`src/rtl/rf_writeback_queue.sv`:
```
// Write-side driver for the integer register file: merges single-cycle ALU results with
// buffered memory results onto one registered write port and flags RAW hazards for decode.
module rf_writeback_queue #(
  parameter int XLEN  = 64,
  parameter int DEPTH = 4
) (
  input  logic                     clk,
  input  logic                     rst,
  input  logic                     alu_valid,
  input  logic [4:0]               alu_rd,
  input  logic [XLEN-1:0]          alu_data,
  output logic                     alu_hold,
  input  logic                     mem_valid,
  output logic                     mem_ready,
  input  logic [4:0]               mem_rd,
  input  logic [XLEN-1:0]          mem_data,
  output logic                     rf_we,
  output logic [4:0]               rf_rd,
  output logic [XLEN-1:0]          rf_wdata,
  input  logic [4:0]               dec_rs1,
  input  logic [4:0]               dec_rs2,
  output logic                     stall,
  output logic [$clog2(DEPTH):0]   fifo_count
);

  localparam int AW = $clog2(DEPTH);
  localparam int CW = AW + 1;
  localparam logic [CW-1:0] FULL_CNT = CW'(DEPTH);

  logic [4:0]      fifo_rd_q   [DEPTH];
  logic [4:0]      fifo_rd_d   [DEPTH];
  logic [XLEN-1:0] fifo_data_q [DEPTH];
  logic [XLEN-1:0] fifo_data_d [DEPTH];
  logic [AW-1:0]   wr_ptr_q, wr_ptr_d;
  logic [AW-1:0]   rd_ptr_q, rd_ptr_d;
  logic [CW-1:0]   count_q, count_d;
  logic            rf_we_q, rf_we_d;
  logic [4:0]      rf_rd_q, rf_rd_d;
  logic [XLEN-1:0] rf_wdata_q, rf_wdata_d;

  logic            full, push, push_store, alu_take, pop;
  logic            hit1, hit2, occ;
  logic [AW-1:0]   offs;

  assign full       = (count_q == FULL_CNT);
  assign mem_ready  = ~rst & ~full;
  assign alu_hold   = full;
  assign push       = mem_valid & mem_ready;
  assign push_store = push & (mem_rd != 5'd0);
  assign alu_take   = alu_valid & (alu_rd != 5'd0);
  // A live ALU write always wins the port, even when the FIFO is full.
  assign pop        = ~alu_take & (count_q != '0);

  always_comb begin
    fifo_rd_d   = fifo_rd_q;
    fifo_data_d = fifo_data_q;
    wr_ptr_d    = wr_ptr_q;
    rd_ptr_d    = rd_ptr_q;
    rf_we_d     = 1'b0;
    rf_rd_d     = rf_rd_q;
    rf_wdata_d  = rf_wdata_q;
    if (alu_take) begin
      rf_we_d    = 1'b1;
      rf_rd_d    = alu_rd;
      rf_wdata_d = alu_data;
    end else if (pop) begin
      rf_we_d    = 1'b1;
      rf_rd_d    = fifo_rd_q[rd_ptr_q];
      rf_wdata_d = fifo_data_q[rd_ptr_q];
      rd_ptr_d   = rd_ptr_q + AW'(1);
    end
    if (push_store) begin
      fifo_rd_d[wr_ptr_q]   = mem_rd;
      fifo_data_d[wr_ptr_q] = mem_data;
      wr_ptr_d              = wr_ptr_q + AW'(1);
    end
    count_d = count_q + CW'(push_store) - CW'(pop);
  end

  always_ff @(posedge clk) begin
    if (rst) begin
      wr_ptr_q   <= '0;
      rd_ptr_q   <= '0;
      count_q    <= '0;
      rf_we_q    <= 1'b0;
      rf_rd_q    <= '0;
      rf_wdata_q <= '0;
    end else begin
      wr_ptr_q   <= wr_ptr_d;
      rd_ptr_q   <= rd_ptr_d;
      count_q    <= count_d;
      rf_we_q    <= rf_we_d;
      rf_rd_q    <= rf_rd_d;
      rf_wdata_q <= rf_wdata_d;
    end
  end

  always_ff @(posedge clk) begin
    fifo_rd_q   <= fifo_rd_d;
    fifo_data_q <= fifo_data_d;
  end

  // An entry is live when its distance from the read pointer is below the count.
  always_comb begin
    hit1 = rf_we_q & (rf_rd_q == dec_rs1);
    hit2 = rf_we_q & (rf_rd_q == dec_rs2);
    offs = '0;
    occ  = 1'b0;
    for (int i = 0; i < DEPTH; i++) begin
      offs = AW'(i) - rd_ptr_q;
      occ  = ({1'b0, offs} < count_q);
      hit1 = hit1 | (occ & (fifo_rd_q[i] == dec_rs1));
      hit2 = hit2 | (occ & (fifo_rd_q[i] == dec_rs2));
    end
  end

  assign stall      = ((dec_rs1 != 5'd0) & hit1) | ((dec_rs2 != 5'd0) & hit2);
  assign rf_we      = rf_we_q;
  assign rf_rd      = rf_rd_q;
  assign rf_wdata   = rf_wdata_q;
  assign fifo_count = count_q;

endmodule

```
`config.mk`:
```
export PLATFORM = sky130hd
export DESIGN_NAME = rf_writeback_queue
export DESIGN_NICKNAME = d
export VERILOG_FILES = /design/src/rtl/rf_writeback_queue.sv
export SDC_FILE = /design/constraint.sdc
export NUM_CORES = 1
export LEC_CHECK = 0
export ABC_AREA = 1
export ABC_CLOCK_PERIOD_IN_PS = 4700
export CORE_UTILIZATION = 56
export CTS_BUF_LIST = sky130_fd_sc_hd__clkbuf_8
export CTS_CLUSTER_DIAMETER = 30
export DETAILED_ROUTE_END_ITERATION = 8
export PLACE_DENSITY = 0.9
export SLEW_MARGIN = 10
export SYNTH_ARGS = -nofsm -noshare
export SYNTH_HDL_FRONTEND = slang
export SYNTH_SLANG_ARGS = --single-unit
```
`constraint.sdc`:
```
create_clock -name clk -period 4.7 [get_ports clk]
set_input_delay 0.47 -clock clk [delete_from_list [all_inputs] [get_ports clk]]
set_output_delay 0.47 -clock clk [all_outputs]
set_load 0.02 [all_outputs]
```
# After elaboration in Yosys (flattened, before gate mapping)
# Cells that the tools add are included.
[word_totals]
register_bits = 353
in_bits = 152
out_inout_bits = 76
[classes]
add_sub_neg = 8
magnitude_cmp = 7
n_eq_ne = 11
muxes = 18
bitwise = 31
reduce_logical = 8
[ops]
columns = ["op", "count"]
rows = [
  ["2-to-1 mux 64 bit", 5],
  ["bitwise mux 256 bit", 1],
  ["binary-select mux 64 bit (select 2 bit)", 1],
  ["demux 64 bit (select 2 bit)", 1],
  ["equality test 5 bit", 10],
  ["2-to-1 mux 5 bit", 5],
  ["bitwise mux 20 bit", 1],
  ["nonzero test 5 bit", 4],
  ["bitwise AND 1 bit", 17],
  ["< comparator 2 x 3 -> 1 bit", 4],
  ["binary-select mux 5 bit (select 2 bit)", 1],
  ["demux 5 bit (select 2 bit)", 1],
  ["bitwise OR 1 bit", 9],
  ["greater-or-equal comparator 3 bit (second input constant)", 2],
  ["inverter 2 -> 3 bit", 2],
  ["adder 2 x 1 -> 2 bit (second input constant)", 2],
  ["subtractor 1 x 2 -> 2 bit (first input constant)", 2],
  ["subtractor 2 bit (first input constant)", 2],
  ["adder 3 x 1 -> 3 bit", 1],
  ["equality test 3 bit (second input constant)", 1],
  ["< comparator 3 x 1 -> 1 bit (second input constant)", 1],
  ["inverter 1 bit", 3],
  ["nonzero test 3 bit", 1],
  ["subtractor 3 x 1 -> 3 bit", 1],
  ["other kinds (4)", 5],
]

# Longest topological paths before layout
[logic_depth]
word_depth = 9
ltp_mapped = 14

# Worst setup path before layout
# Ideal clock, no wire load.
[synth_timing]
path_kind = "reg2reg"
from = "register count_q[1], in the netlist fifo_count[1]"
to = "register fifo_data_q[0] (netlist name), enable pin"
setup_ns = 0.497
arrival_time_ns = 4.484
t_required_ns = 4.203
path_slack_ns = -0.281
path_stages_with_launch = 7
path_buffers = 0
period_less_slack_ns = 4.981
path_cell_list = "dfxtp_1 inv_1 nand2_1 nor2_1 nor2_1 nand3_1 nor2_1"
[synth_via]
elab_chain_cells = 5
[synth_rtl]
columns = ["item", "line", "rtl"]
rows = [
  ["from (decl)", "36", "logic [CW-1:0] count_q, count_d;"],
  ["from (signal assigned)", "91", "count_q <= count_d;"],
  ["equality test 3 bit", "45", "assign full = (count_q == FULL_CNT);"],
  ["named net alu_hold", "12", "output logic alu_hold,"],
  ["inverter 1 bit", "46", "assign mem_ready = ~rst & ~full;"],
  ["bitwise AND 1 bit", "46", ""],
  ["named net mem_ready", "14", "output logic mem_ready,"],
  ["bitwise AND 1 bit", "48", "assign push = mem_valid & mem_ready;"],
  ["bitwise AND 1 bit", "49", "assign push_store = push & (mem_rd != 5'd0);"],
  ["to (signal assigned)", "100", "fifo_data_q <= fifo_data_d;"],
  ["to (decl)", "32", "logic [XLEN-1:0] fifo_data_q [DEPTH];"],
]
# The timed path passes the listed nets, and every way through them passes these cells.
# A chain may end at the register's enable or synchronous reset.

# Worst setup path in the final report
[layout_timing]
from = "register rd_ptr_q[1]"
to = "output port stall"
[layout_via]
elab_chain_cells = 9
elab_cells_between_ends = 27
cone_classes = "4 x add/sub; 4 x order compare; 19 x bitwise"
[layout_rtl]
columns = ["item", "line", "rtl"]
rows = [
  ["from (decl)", "35", "logic [AW-1:0] rd_ptr_q, rd_ptr_d;"],
  ["from (signal assigned)", "90", "rd_ptr_q <= rd_ptr_d;"],
  ["subtractor 1 x 2 -> 2 bit", "110", "offs = AW'(i) - rd_ptr_q;"],
  ["< comparator 2 x 3 -> 1 bit", "111", "occ = ({1'b0, offs} < count_q);"],
  ["bitwise AND 1 bit (on tied branches)", "112, 113", ""],
  ["bitwise OR 1 bit (on tied branches) (4 in series)", "112, 113", ""],
  ["bitwise AND 1 bit", "117", "assign stall = ((dec_rs1 != 5'd0) & hit1) | ((dec_rs2 != 5'd0) & hit2);"],
  ["bitwise OR 1 bit *", "117", ""],
  ["to (decl)", "22", "output logic stall,"],
]
# Mark *: on every way between the ends. The rest lies on a longest branch, timed or not.

==> results by group <==
Hold path
  • Hold Path End: rf_wdata[26]
  • Min-delay src: alu_data[26]
  • Hold depth: 3
  • Hold crit path type: in2reg

STA
  • # setup viols final: 0
  • RSZ-0062 raised after global routing: false
  • Period utilisation layout: 75.2%
  • Hold Violations, Final: 0
  • Minimum clock period: 3.54 ns
  • Worst setup slack after layout: 1.16 ns
  • Slew Limit Fails: 0
  • FMAX: 283 MHz
  • Final Skew: 0.0219 ns
  • Relative slew slack: 25.0%
  • Slew @ Worst Pin: 1.12 ns

Place
  • DP Cell Count: 1,791
  • Final HPWL DP: 22.7 mm
  • Placed cell area: 16,800 um2
  • Port Buffer Count: 227
  • Placer Congestion: 0.970
  • Pre-CTS setup slack: 1.57 ns

Die
  • Num rows: 58
  • Die area: 26,100 um2
  • I/O pin cnt: 228
  • Initial Utilization: 56.8%
  • Die Y: 162 um
  • Core ar.: 25,100 um2
  • Die width: 162 um

Routing
  • DRT iter0 DRCs: 942
  • Pre-antenna DRT Iters: 7
  • Via count: 10,754
  • Detailed Route WL: 36.9 mm
  • Via density: 5.63
  • Post-route ant nets: 0
  • WL/cell: 19.3 um
  • # DRC: 0

Worst setup path
  • R2r endpoint: fifo_data_q[150]
  • Origin of the critical flop-to-flop path: fifo_count[1]
  • R2R cell count: 7
  • CP cell instances: inv_1, nand2_1, nand2_1, ha_1, nand2_1, nand2_1, nand2_1, inv_1, nor2_1, nor2_1, nand2_1, nand2_1, nand2_1, clkdlybuf4s50_1
  • Critical Path AT: 3.07 ns
  • CP max FO: 7
  • Worst R2R Setup Slack: 1.92 ns
  • Worst path max stage delay: 0.61 ns
  • Worst EP required: 4.23 ns
  • Crit path kind: reg2out
  • Crit. End Element: primary output
  • Slowest stage cell, crit path: dfxtp_1
  • Critical path's most frequent cell: nand2_1
  • CP Launch Type: flop

Global route
  • Grt ovf: 0
  • First-pass GRT wire length: 56.8 mm
  • Total track usage: 28.4%
  • Vias in the first global route: 10,890
  • Largest net degree at the start of global routing: 68
  • Initial antenna violation count: 4

Synth
  • Register area share after synthesis: 68.9%
  • Synth top area share: 58.1%
  • Count leader, synth: nand2_1
  • Synth warn: 0
  • Syn Std Cell Area: 14,300 um2
  • Asr flop ratio synth: 0%
  • Top post-synthesis cells by area: edfxtp_1 (58%), dfxtp_1 (11%), nand2_1 (10%)
  • Post-synth EDFFs: 276
  • Synth cell types: 34
  • Syn nets: 1,445
  • Post-Synthesis Cells: 1,282
  • Synth Flop Type: edfxtp_1
  • Synth Area per Inst: 11.1 um2
  • Yosys reg bits: 353
  • Leading area contributor after synthesis: edfxtp_1
  • Commonest cells post-synth: nand2_1 (398), edfxtp_1 (276), nand3_1 (94)

Clock tree
  • Hold-fix buffers, CTS: 0
  • CTS Sinks: 353
  • Worst skew pair latency: 0.60 ns
  • Post_cts resized: 0
  • CTS tree: done
  • CTS buffer count: 61
  • H-tree depth: 2
  • Clock transition at path regs: 0.06 ns
  • Setup Buffers After CTS: 0
  • Clock buffer depth: 3
  • Clk root buf: clkbuf_8

Pwr
  • Maximum VDD drop: 0.000396 V
  • PwrDens: 505 nW/um2
  • Total Power: 9.20 mW
  • P_leak: 6.94 nW

Cells and area
  • Finished Cell Area: 18,200 um2
  • Number of nets in the layout: 1,687
  • Post-layout util: 72.5%
  • Layout cells sized above 1: 8.43%
  • Non-Filler Instances: 1,911
  • P&R area growth vs syn: 27.6%

Outcome
  • Status: completed

Job
  • MaxCap Viol Count: 0
==> registers in the layout, summed over array words and instances (netlist names) <==
| signal | count |
|---|---|
| fifo_count | 3 |
| fifo_data_q | 256 |
| fifo_rd_q | 20 |
| rd_ptr_q | 2 |
| rf_rd | 5 |
| rf_wdata | 64 |
| rf_we | 1 |
| wr_ptr_q | 2 |
==> logic make-up (layout without fill, tap and decap cells) <==
logic type | count (synthesis) | count (layout) | share of synthesized area, %
AO/OA/AOI/OAI | 161 | 161 | 7.08
XOR/XNOR | 23 | 23 | 1.41
adder cells (fa/ha/maj) | 11 | 11 | 1.02
buffers and inverters | 154 | 449 | 4.69
flip-flops | 353 | 353 | 68.9
other | 0 | 4 | 0
AND/OR/NAND/NOR | 580 | 580 | 16.9
==> metrics by stage <==
step | setup TNS [ns] | hold slack [ns]
4_1_cts | 0 | 0.447
5_1_grt | 0 | 0.463
3_3_place_gp | 0 | 0.460
3_5_place_dp | 0 | 0.467
2_1_floorplan | -77.53 | 0.490
6_report | 0 | 0.473
==> per-layer routing <==
layer | vias to the layer above | track usage (%) | part of all wire, %
li1 | 4941 | - | -
met1 | 5142 | 34.3 | 37
met2 | 562 | 48.9 | 51
met3 | 109 | 4.78 | 8.4
met4 | 0 | 14.7 | 4.1
met5 | - | 0 | 0
==> power breakdown <==
| part | leakage, nW | total [mW] | switching [mW] | internal (mW) |
|---|---|---|---|---|
| Sequential | 3.14 | 3.82 | 0.164 | 3.66 |
| Clock | 0.697 | 3.02 | 1.31 | 1.72 |
| Combinational | 3.10 | 2.36 | 1.47 | 0.881 |
==> cell type report <==
cell class	instances	area, um2
clock buffer	66	908
inverter	90	339
multi-input combinational	775	3800
tap	330	413
clock inverter	50	460
timing repair buffer	243	2440
antenna	4	10.0
sequential	353	9830
fill	1648	6910
==> cells in the final DEF (no fill, tap or decap), types with 13 or more instances in the layout <==
cell type,count
dfxtp_1,77
xor2_1,14
clkdlybuf4s50_1,227
nand2_1,398
clkbuf_8,66
a22oi_1,72
o21ai_0,35
inv_1,90
a21oi_1,13
nor2_1,43
o21ai_1,24
nand3_1,94
edfxtp_1,276
nand4_1,25
==> worst max-delay path, delay by kind of cell (launching register included) <==
kind          cells  cell delay [ns]
flops             1             0.61
simple gates     10             0.79
fa+ha+maj         1             0.28
buf+inv           3             0.80
==> how the worst max path moves through the flow <==
stage                        from              to  slack [ns]  depth (start not counted)
floorplan           fifo_count[1]  fifo_data_q[0]       -0.28                          6
global placement        mem_rd[2]   fifo_count[2]        1.62                         11
detailed placement      mem_rd[3]   fifo_count[2]        1.57                         11
CTS                   rd_ptr_q[1]           stall        1.17                         14
global route          rd_ptr_q[1]           stall        0.94                         14
finish                rd_ptr_q[1]           stall        1.16                         14
Note: power is estimated with default switching activity, not from simulation.
